$ cat src/rtl/fifo_rd_pkg.sv
// Shared types and helpers for the show-ahead FIFO burst reader.
package fifo_rd_pkg;

  typedef enum logic [1:0] {
    IDLE  = 2'd0,
    BURST = 2'd1,
    FLUSH = 2'd2
  } state_e;

  // Residual burst length: never more than a full burst, never zero.
  function automatic int unsigned min_len(input int unsigned lvl, input int unsigned burst_len);
    int unsigned m;
    m = (lvl < burst_len) ? lvl : burst_len;
    return (m == 0) ? 32'd1 : m;
  endfunction

endpackage

$ cat src/rtl/fifo_burst_reader.sv
// Drains a show-ahead FIFO in fixed bursts (or a timed-out residual flush)
// onto a valid/ready stream with a per-burst last marker.
module fifo_burst_reader
  import fifo_rd_pkg::*;
#(
  parameter int DWIDTH    = 12,
  parameter int AWIDTH    = 8,
  parameter int BURST_LEN = 16,
  parameter int TIMEOUT   = 64
) (
  input  logic              clk,
  input  logic              rst_n,
  input  logic [DWIDTH-1:0] fifo_q,
  input  logic              fifo_rdempty,
  input  logic              fifo_rdfull,
  input  logic [AWIDTH-1:0] fifo_rdusedw,
  output logic              fifo_rdreq,
  output logic [DWIDTH-1:0] m_data,
  output logic              m_valid,
  output logic              m_last,
  input  logic              m_ready,
  output logic              busy,
  output logic [15:0]       burst_cnt
);

  localparam int LW = AWIDTH + 1;
  localparam int IW = (TIMEOUT > 1) ? $clog2(TIMEOUT) : 1;
  localparam logic [LW-1:0] BURST_LEN_L = LW'(BURST_LEN);
  localparam logic [IW-1:0] IDLE_LAST   = IW'(TIMEOUT - 1);

  state_e            state_q, state_d;
  logic [LW-1:0]     len_q, len_d;
  logic [LW-1:0]     issued_q, issued_d;
  logic [IW-1:0]     idle_cnt_q, idle_cnt_d;
  logic [DWIDTH-1:0] data_q, data_d;
  logic              valid_q, valid_d;
  logic              last_q, last_d;
  logic [15:0]       bcnt_q, bcnt_d;
  logic [LW-1:0]     lvl;
  logic              xfer;

  // rdusedw wraps to 0 when the FIFO is completely full.
  assign lvl  = fifo_rdfull ? (LW'(1) << AWIDTH) : {1'b0, fifo_rdusedw};
  assign xfer = valid_q & m_ready;

  always_comb begin
    state_d    = state_q;
    len_d      = len_q;
    issued_d   = issued_q;
    idle_cnt_d = idle_cnt_q;
    data_d     = data_q;
    valid_d    = valid_q;
    last_d     = last_q;
    bcnt_d     = bcnt_q;
    fifo_rdreq = 1'b0;

    if (xfer) begin
      valid_d = 1'b0;
      last_d  = 1'b0;
    end

    case (state_q)
      IDLE: begin
        issued_d = '0;
        if (lvl >= BURST_LEN_L) begin
          len_d      = BURST_LEN_L;
          idle_cnt_d = '0;
          state_d    = BURST;
        end else if (!fifo_rdempty) begin
          if (idle_cnt_q == IDLE_LAST) begin
            len_d      = LW'(min_len(32'(lvl), BURST_LEN));
            idle_cnt_d = '0;
            state_d    = FLUSH;
          end else begin
            idle_cnt_d = idle_cnt_q + 1'b1;
          end
        end else begin
          idle_cnt_d = '0;
        end
      end

      BURST, FLUSH: begin
        // Refill only when the output register is empty or emptying this cycle.
        fifo_rdreq = !fifo_rdempty && (issued_q < len_q) && (!valid_q || m_ready);
        if (fifo_rdreq) begin
          data_d   = fifo_q;
          valid_d  = 1'b1;
          last_d   = (issued_q == len_q - 1'b1);
          issued_d = issued_q + 1'b1;
        end
        if (xfer && last_q) begin
          bcnt_d  = bcnt_q + 1'b1;
          state_d = IDLE;
        end
      end

      default: state_d = IDLE;
    endcase
  end

  always_ff @(posedge clk or negedge rst_n) begin
    if (!rst_n) begin
      state_q    <= IDLE;
      len_q      <= '0;
      issued_q   <= '0;
      idle_cnt_q <= '0;
      data_q     <= '0;
      valid_q    <= 1'b0;
      last_q     <= 1'b0;
      bcnt_q     <= '0;
    end else begin
      state_q    <= state_d;
      len_q      <= len_d;
      issued_q   <= issued_d;
      idle_cnt_q <= idle_cnt_d;
      data_q     <= data_d;
      valid_q    <= valid_d;
      last_q     <= last_d;
      bcnt_q     <= bcnt_d;
    end
  end

  assign m_data    = data_q;
  assign m_valid   = valid_q;
  assign m_last    = last_q;
  assign busy      = (state_q != IDLE);
  assign burst_cnt = bcnt_q;

endmodule
$ cat config.mk
export PLATFORM = sky130hd
export DESIGN_NAME = fifo_burst_reader
export DESIGN_NICKNAME = d
export VERILOG_FILES = /design/src/rtl/fifo_rd_pkg.sv /design/src/rtl/fifo_burst_reader.sv
export SDC_FILE = /design/constraint.sdc
export NUM_CORES = 1
export LEC_CHECK = 0
export BUFFER_PORTS_ARGS = -buffer_cell sky130_fd_sc_hd__buf_4
export CORE_AREA = 4 4 76 78
export DETAILED_ROUTE_END_ITERATION = 16
export DIE_AREA = 0 0 80 82
export PLACE_DENSITY = 0.87
export SLEW_MARGIN = 5
export SYNTH_ARGS = -nofsm -noshare
export SYNTH_HDL_FRONTEND = slang
export SYNTH_SLANG_ARGS = --single-unit
export TNS_END_PERCENT = 5
$ cat constraint.sdc
create_clock -name clk -period 6.4 [get_ports clk]
set_clock_uncertainty 0.15 [all_clocks]
set_input_delay 0.32 -clock clk [delete_from_list [all_inputs] [get_ports clk]]
set_output_delay 0.32 -clock clk [all_outputs]
set_load 0.05 [all_outputs]
==> metrics.txt, run 1 <==
outcome complete, no violations; final setup violation count 0; Core Footprint around 5100 µm²; Cells after DPL 430; post-synthesis sequential area ratio about 48%; die height between 80 and 90 µm; setup ws final 3.056 ns; Seq cells post-synth 56; Avg Vias per Cell about 5.4; routability cong. between 0.8 and 0.9; Startpoint Class flop; max frequency 0.2990 GHz; Max Fanout on Critical Path 29; post-synth net total roughly 350; dominant cell type by area after synthesis dfrtp_1; Clock transition at path regs 0.10 ns; Cells after Synth slightly above 300; crit share post-route approximately 52%; # IOs between 50 and 60; yosys warns 0; post-CTS setup buffers 0; Critical Path RT 5.93 ns; worst hold path type input pin to flop; Hold Vio Cnt, Final 0; layout cell share with drive strength beyond 1 roughly 20%; Overflow after GRT 0; CTS Buf Count 5; row count 26; wire per inst approximately 14 µm; number of synthesized flops with an enable pin 0; Synth Flop Type dfrtp_1; Slew headroom 41.79%; CP Cell Sequence inv_1 -> ha_1 -> o211a_1 -> o31ai_1 -> a31oi_1 -> or2_1 -> inv_2 -> buf_4; CTS tree yes; Starting Density 57.62%; placement-stage worst setup slack roughly 3.4 ns; CP max stage cell or2_1; mapped cell area between 2000 and 3000 µm²; final slew viol count 0; fillers between 400 and 500; number of global-route vias before repair between 2000 and 2500; port buffer count 56; Final Instance Count excl. Fillers around 440; Crit. End Element primary output; Total GRT Usage around a fifth; Routed Antenna Nets 0; Clock Tree Buf Depth 2; Final Instance Area ~3500 µm²; Yosys cell types 45; dpl cell area around 3400 µm²; Final #Nets between 400 and 500; area grow syn2layout 20.41%; dpl hpwl 4.690 mm; DRT Pass-1 Iters 4; initial antenna violation count 0; fin crit period 3.344 ns; Synth Area per Inst 9.432 µm²; Static Leakage about 1.8 nW; Synth area leaders dfrtp_1, nand2_1, xnor2_1; drt total wl a little over 6 mm; top-area cell type share of the netlist area a little under half; Root Buffer clkbuf_8; asr flop ratio synth 100.0%; pin count of the biggest net entering global routing between 50 and 60; DIE AREA approximately 6600 µm²; DR DRC count 0; setup TNS 0 ns; P per Cell Area between 300 and 400 nW/µm²; die width ~80 µm; Starting DRT DRC Count roughly 170; Max stage delay on crit path a little over 0.7 ns; Num Clock Sinks 56; Diodes inserted 0; max cap viols 0; worst slew pin tran 0.8732 ns; global-route wire length before repair about 10 mm; critical path class flop to primary output; vias post-DR roughly 2400; H-Tree Depth 2; RSZ-0062 raised after global routing false; crit path DAT ~2.9 ns; Peak VDD IR about 170 µV; worst-skew pair later-pin latency about 0.31 ns
==> worst max-delay path: cells and delay by family (launching register included) <==
kind / cells / cell delay [ns]
buffers and inverters: 3 / 0.70
and+or+nand+nor: 1 / 0.72
DFF: 1 / 0.39
AOI/OAI and AO/OA: 3 / 0.43
adders and majority gates: 1 / 0.31
==> through the flow <==
step | utilization (%) | power [mW] | hold slack (ns)
after floorplan | - | 0.7421 | -0.1256
after global placement | 67.06 | 0.8655 | 0.2619
after detailed placement | 67.06 | 0.8768 | 0.2681
after CTS | 69.38 | 1.102 | 0.04126
after global routing | 69.38 | 1.159 | 0.04245
final | 69.38 | 1.094 | 0.04240
==> cell usage in the layout (no fill, tap or decap), drive strengths merged, types with 2 or more instances in the layout <==
cell type / count
nand2: 64
dfrtp: 56
buf: 56
xnor2: 22
nand3: 20
o21ai: 19
inv: 17
nor2: 15
ha: 14
nand4: 10
and3: 10
nor3b: 8
a21oi: 6
clkbuf: 6
xor2: 4
a21o: 4
and2: 4
or3: 3
or2: 3
nor2b: 2
o31ai: 2
a31oi: 2
nor3: 2
mux2i: 2
o2bb2ai: 2
a32o: 2
==> flip-flops by register name, summed over array words and instances (netlist names) <==
name        count
burst_cnt      16
m_data         12
issued_q        9
len_q           9
idle_cnt_q      6
state_q         2
m_last          1
m_valid         1
==> area by class of cell <==
cell class / instances / area (µm²) / share of cell area [%]
Inverter: 17 / 63.81 / 1.812
Tap cell: 70 / 87.58 / 2.488
Clock inverter: 2 / 35.03 / 0.9950
Multi-Input combinational cell: 231 / 1430 / 40.62
Sequential cell: 56 / 1401 / 39.80
Timing Repair Buffer: 57 / 430.4 / 12.22
Clock buffer: 6 / 72.57 / 2.061
==> Yosys cell counts, types with 2 or more instances <==
library cell	instances
buf_2	2
o2bb2ai_1	2
a21oi_1	6
xnor2_1	22
inv_1	16
dfrtp_1	56
o21ai_0	10
and2_1	4
nor3b_1	6
mux2i_1	2
nor2_1	14
o31ai_1	2
or3_1	3
nor3_1	2
xor2_1	4
nor3b_2	2
a21o_1	4
o21ai_1	8
nor2b_1	2
and3_1	10
nand2_1	64
nand4_1	10
nand3_1	20
a31oi_1	2
clkbuf_1	3
ha_1	14
a32o_1	2
==> worst paths after layout <==
kind                       slack [ns]                   endpoint                 startpoint  depth (start not counted)
max reg2reg                      3.51    issued_q[8]$_DFFE_PN0P_       len_q[4]$_DFFE_PN0P_                          9
max                              3.06                 fifo_rdreq       len_q[4]$_DFFE_PN0P_                          8
min in group asynchronous        0.46  idle_cnt_q[2]$_DFFE_PN0P_                      rst_n                          2
min reg2reg                      0.33  burst_cnt[15]$_DFFE_PN0P_  burst_cnt[15]$_DFFE_PN0P_                          1
max in group asynchronous        5.19   burst_cnt[7]$_DFFE_PN0P_                      rst_n                          2
min                              0.04     m_data[11]$_DFFE_PN0P_                 fifo_q[11]                          3
==> cells by family (layout without fill, tap and decap cells) <==
family / count (synthesis) / after routing / share of synthesized area (%)
AND/OR/NAND/NOR: 144 / 144 / 24.22
multiplexers: 2 / 2 / 0.6847
AO/OA/AOI/OAI: 45 / 45 / 10.23
adder cells (fa/ha/maj): 14 / 14 / 5.991
XOR/XNOR: 26 / 26 / 7.787
flip-flops: 56 / 56 / 47.92
buffers and inverters: 23 / 82 / 3.166
==> report_power, final <==
| group | internal (mW) | total [mW] | switching, mW |
|---|---|---|---|
| clock network | 0.116 | 0.226 | 0.109 |
| logic | 0.123 | 0.428 | 0.305 |
| registers | 0.403 | 0.440 | 0.0365 |
==> timing repair <==
| action | CTS | global route |
|---|---|---|
| hold endpoints to repair | 56 | 0 |
| resized for setup | 0 | 0 |
| endpoints found under the setup margin | 0 | 0 |
| hold buffers | 1 | 0 |
==> layer usage <==
metal / vias to the layer above / track usage [%] / share of wire (%)
li1: 1179 / - / -
met1: 1135 / 25.05 / 44
met2: 61 / 35.02 / 50
met3: 4 / 5.154 / 5.4
met4: 0 / 5.068 / 0.58
met5: - / 0 / 0
(Power assumes the default switching activity.)
==> run 2: changes to the inputs <==
Settings changed: CORE_AREA 4 4 76 78 to 4 4 78 80, DIE_AREA 0 0 80 82 to 0 0 82 84, PLACE_DENSITY 0.87 to 0.83.
Clock period 6.4 ns to 3.4 ns, I/O delays scaled along.
==> metrics.txt, run 2 (synthesis results as in run 1) <==
Core Footprint 5405 µm² (was 5075 µm²); commonest non-fill, non-tap cell in the layout nand2_1 (unchanged); CTS Buf Count 5 (unchanged); Static Leakage 1.827 nW (was 1.755 nW); Flop pwr share 39.7% (was 40.2%); outcome complete, no violations (unchanged); Hold Vio Cnt, Final 0 (unchanged); # IOs 57 (unchanged); wire per inst 13.80 µm (was 14.09 µm); die width 82 µm (was 80 µm); pin count of the biggest net entering global routing 57 (unchanged); setup TNS 0 ns (unchanged); DIE AREA 6888 µm² (was 6560 µm²); Sw Pwr 0.8620 mW (was 0.4514 mW); Starting Density 54.10% (was 57.62%); worst slew pin tran 0.6897 ns (was 0.8732 ns); H-Tree Depth 2 (unchanged); layout cell share with drive strength beyond 1 19.17% (was 19.51%); Root Buffer clkbuf_8 (unchanged); area grow syn2layout 26.14% (was 20.41%); Final #Nets 424 (was 407); post-CTS setup buffers 0 (unchanged); Clock transition at path regs 0.09 ns (was 0.10 ns); RSZ-0062 raised after global routing false (unchanged); Routed Antenna Nets 0 (unchanged); DRT Pass-1 Iters 4 (unchanged); CTS tree yes (unchanged); Cells after DPL 434 (was 430); Slew headroom 54.02% (was 41.79%); Total GRT Usage 19.59% (was 20.12%); max cap viols 0 (unchanged); Pint 1.228 mW (was 0.6421 mW); drt total wl 6.319 mm (was 6.186 mm); Num Clock Sinks 56 (unchanged); final setup violation count 0 (unchanged); Critical Path RT 3.08 ns (was 5.93 ns); number of global-route vias before repair 2392 (was 2354); Final Instance Count excl. Fillers 458 (was 439); worst-skew pair later-pin latency 0.31 ns (about the same); Diodes inserted 0 (unchanged); critical path class flop to primary output (unchanged); Overflow after GRT 0 (unchanged); Clock Tree Buf Depth 2 (unchanged); routability cong. 0.8270 (was 0.8895); Starting DRT DRC Count 133 (was 168); flop2flop setup slack 0.85 ns (was 3.51 ns); Clk network pwr share 20.5% (was 20.6%); crit share post-route 83.72%; placement-stage worst setup slack 0.8732 ns (was 3.390 ns); crit path DAT 2.53 ns (was 2.87 ns); CP max stage cell dfrtp_1 (was or2_1); sw frac 41.25% (was 41.28%); Avg Vias per Cell 5.349 (was 5.419); die height 84 µm (was 82 µm); max FFs per register 16 (unchanged); Startpoint Class flop (unchanged); Crit. End Element primary output (unchanged); final slew viol count 0 (unchanged); Peak VDD IR 511.8 µV (was 174.6 µV); worst hold path type input pin to flop (unchanged); CP Cell Sequence inv_1 -> ha_1 -> o21a_1 -> o211ai_1 -> a31oi_1 -> or2_1 -> inv_2 -> buf_4 (was inv_1 -> ha_1 -> o211a_1 -> o31ai_1 -> a31oi_1 -> or2_1 -> inv_2 -> buf_4); max frequency between 0.3 and 0.4 GHz; Max Fanout on Critical Path 16 (was 29); leading cell types in the layout, fill and taps excluded nand2_1, buf_4, dfrtp_1 (was nand2_1, dfrtp_1, buf_4); initial antenna violation count 0 (unchanged); buffers plus inverters on the worst setup path 3 (unchanged); setup ws final 0.5537 ns (was 3.056 ns); Max stage delay on crit path 0.41 ns (was 0.72 ns); port buffer count 56 (unchanged); dpl hpwl 4.449 mm (was 4.690 mm); cell family with most CP delay buffers and inverters (was simple AND/OR/NAND/NOR gates); P per Cell Area 566.5 nW/µm² (was 310.6 nW/µm²); vias post-DR 2450 (was 2379); global-route wire length before repair 10.85 mm (was 10.47 mm); fin crit period roughly 2.8 ns; DR DRC count 0 (unchanged); Final Instance Area 3689 µm² (was 3521 µm²); Resized Gates After CTS 0 (unchanged); row count 27 (was 26); dpl cell area 3421 µm² (was 3403 µm²); Comb pwr share 39.8% (was 39.1%)
## run 2: tightest hold or removal path, stage by stage
cell      delay [ns]
buf_4           0.10
nand2b_1        0.12
nand2_1         0.05
## run 2: final timing paths
path / from / to / cells after the start
worst max-delay path: len_q[5]$_DFFE_PN0P_ / fifo_rdreq / 8
worst min-delay path: m_ready / m_valid$_DFF_PN0_ / 3
worst max register to register: len_q[4]$_DFFE_PN0P_ / issued_q[6]$_DFFE_PN0P_ / 9
worst min register to register: burst_cnt[15]$_DFFE_PN0P_ / burst_cnt[15]$_DFFE_PN0P_ / 1
max in group asynchronous: rst_n / burst_cnt[11]$_DFFE_PN0P_ / 2
min in group asynchronous: rst_n / burst_cnt[6]$_DFFE_PN0P_ / 2
## run 2: repair_timing
action,4_1_cts,5_1_grt
setup endpoints to repair,0,0
hold buffers,16,0
hold endpoints to repair,71,0
## run 2: metrics by stage
stage / power, mW / util (%) / hold slack [ns]
floorplan: 1.397 / - / -0.2756
global placement: 1.638 / 63.29 / 0.1122
detailed placement: 1.653 / 63.29 / 0.1116
CTS: 2.093 / 68.24 / 0.005738
global route: 2.210 / 68.24 / 0.01926
finish: 2.090 / 68.24 / 0.01407
## run 2: power by group through the flow
stage,combinational (mW),clock (mW),sequential [mW]
finish,0.832,0.428,0.830
global route,0.906,0.461,0.842
CTS,0.830,0.435,0.828
detailed placement,0.812,0,0.841
global placement,0.800,0,0.838
floorplan,0.310,0,1.09
## run 2: cell type report
cell class	instances	area (µm²)
Inverter	17	63.81
Timing Repair Buffer	74	595.6
Clock buffer	6	72.57
Multi-Input combinational cell	231	1430
Fill cell	440	1717
Clock inverter	2	35.03
Sequential cell	56	1401
Tap cell	72	90.09
## run 2: metal layers
layer | global-route usage (%) | vias up | share of wire, % | routed length [µm]
met1 | 26.31 | 1173 | 45 | 2856
met2 | 32.11 | 53 | 48 | 3050
met5 | 0 | - | 0 | 0
met3 | 4.104 | 9 | 5.1 | 322
li1 | - | 1215 | - | -
met4 | 4.532 | 0 | 1.4 | 90
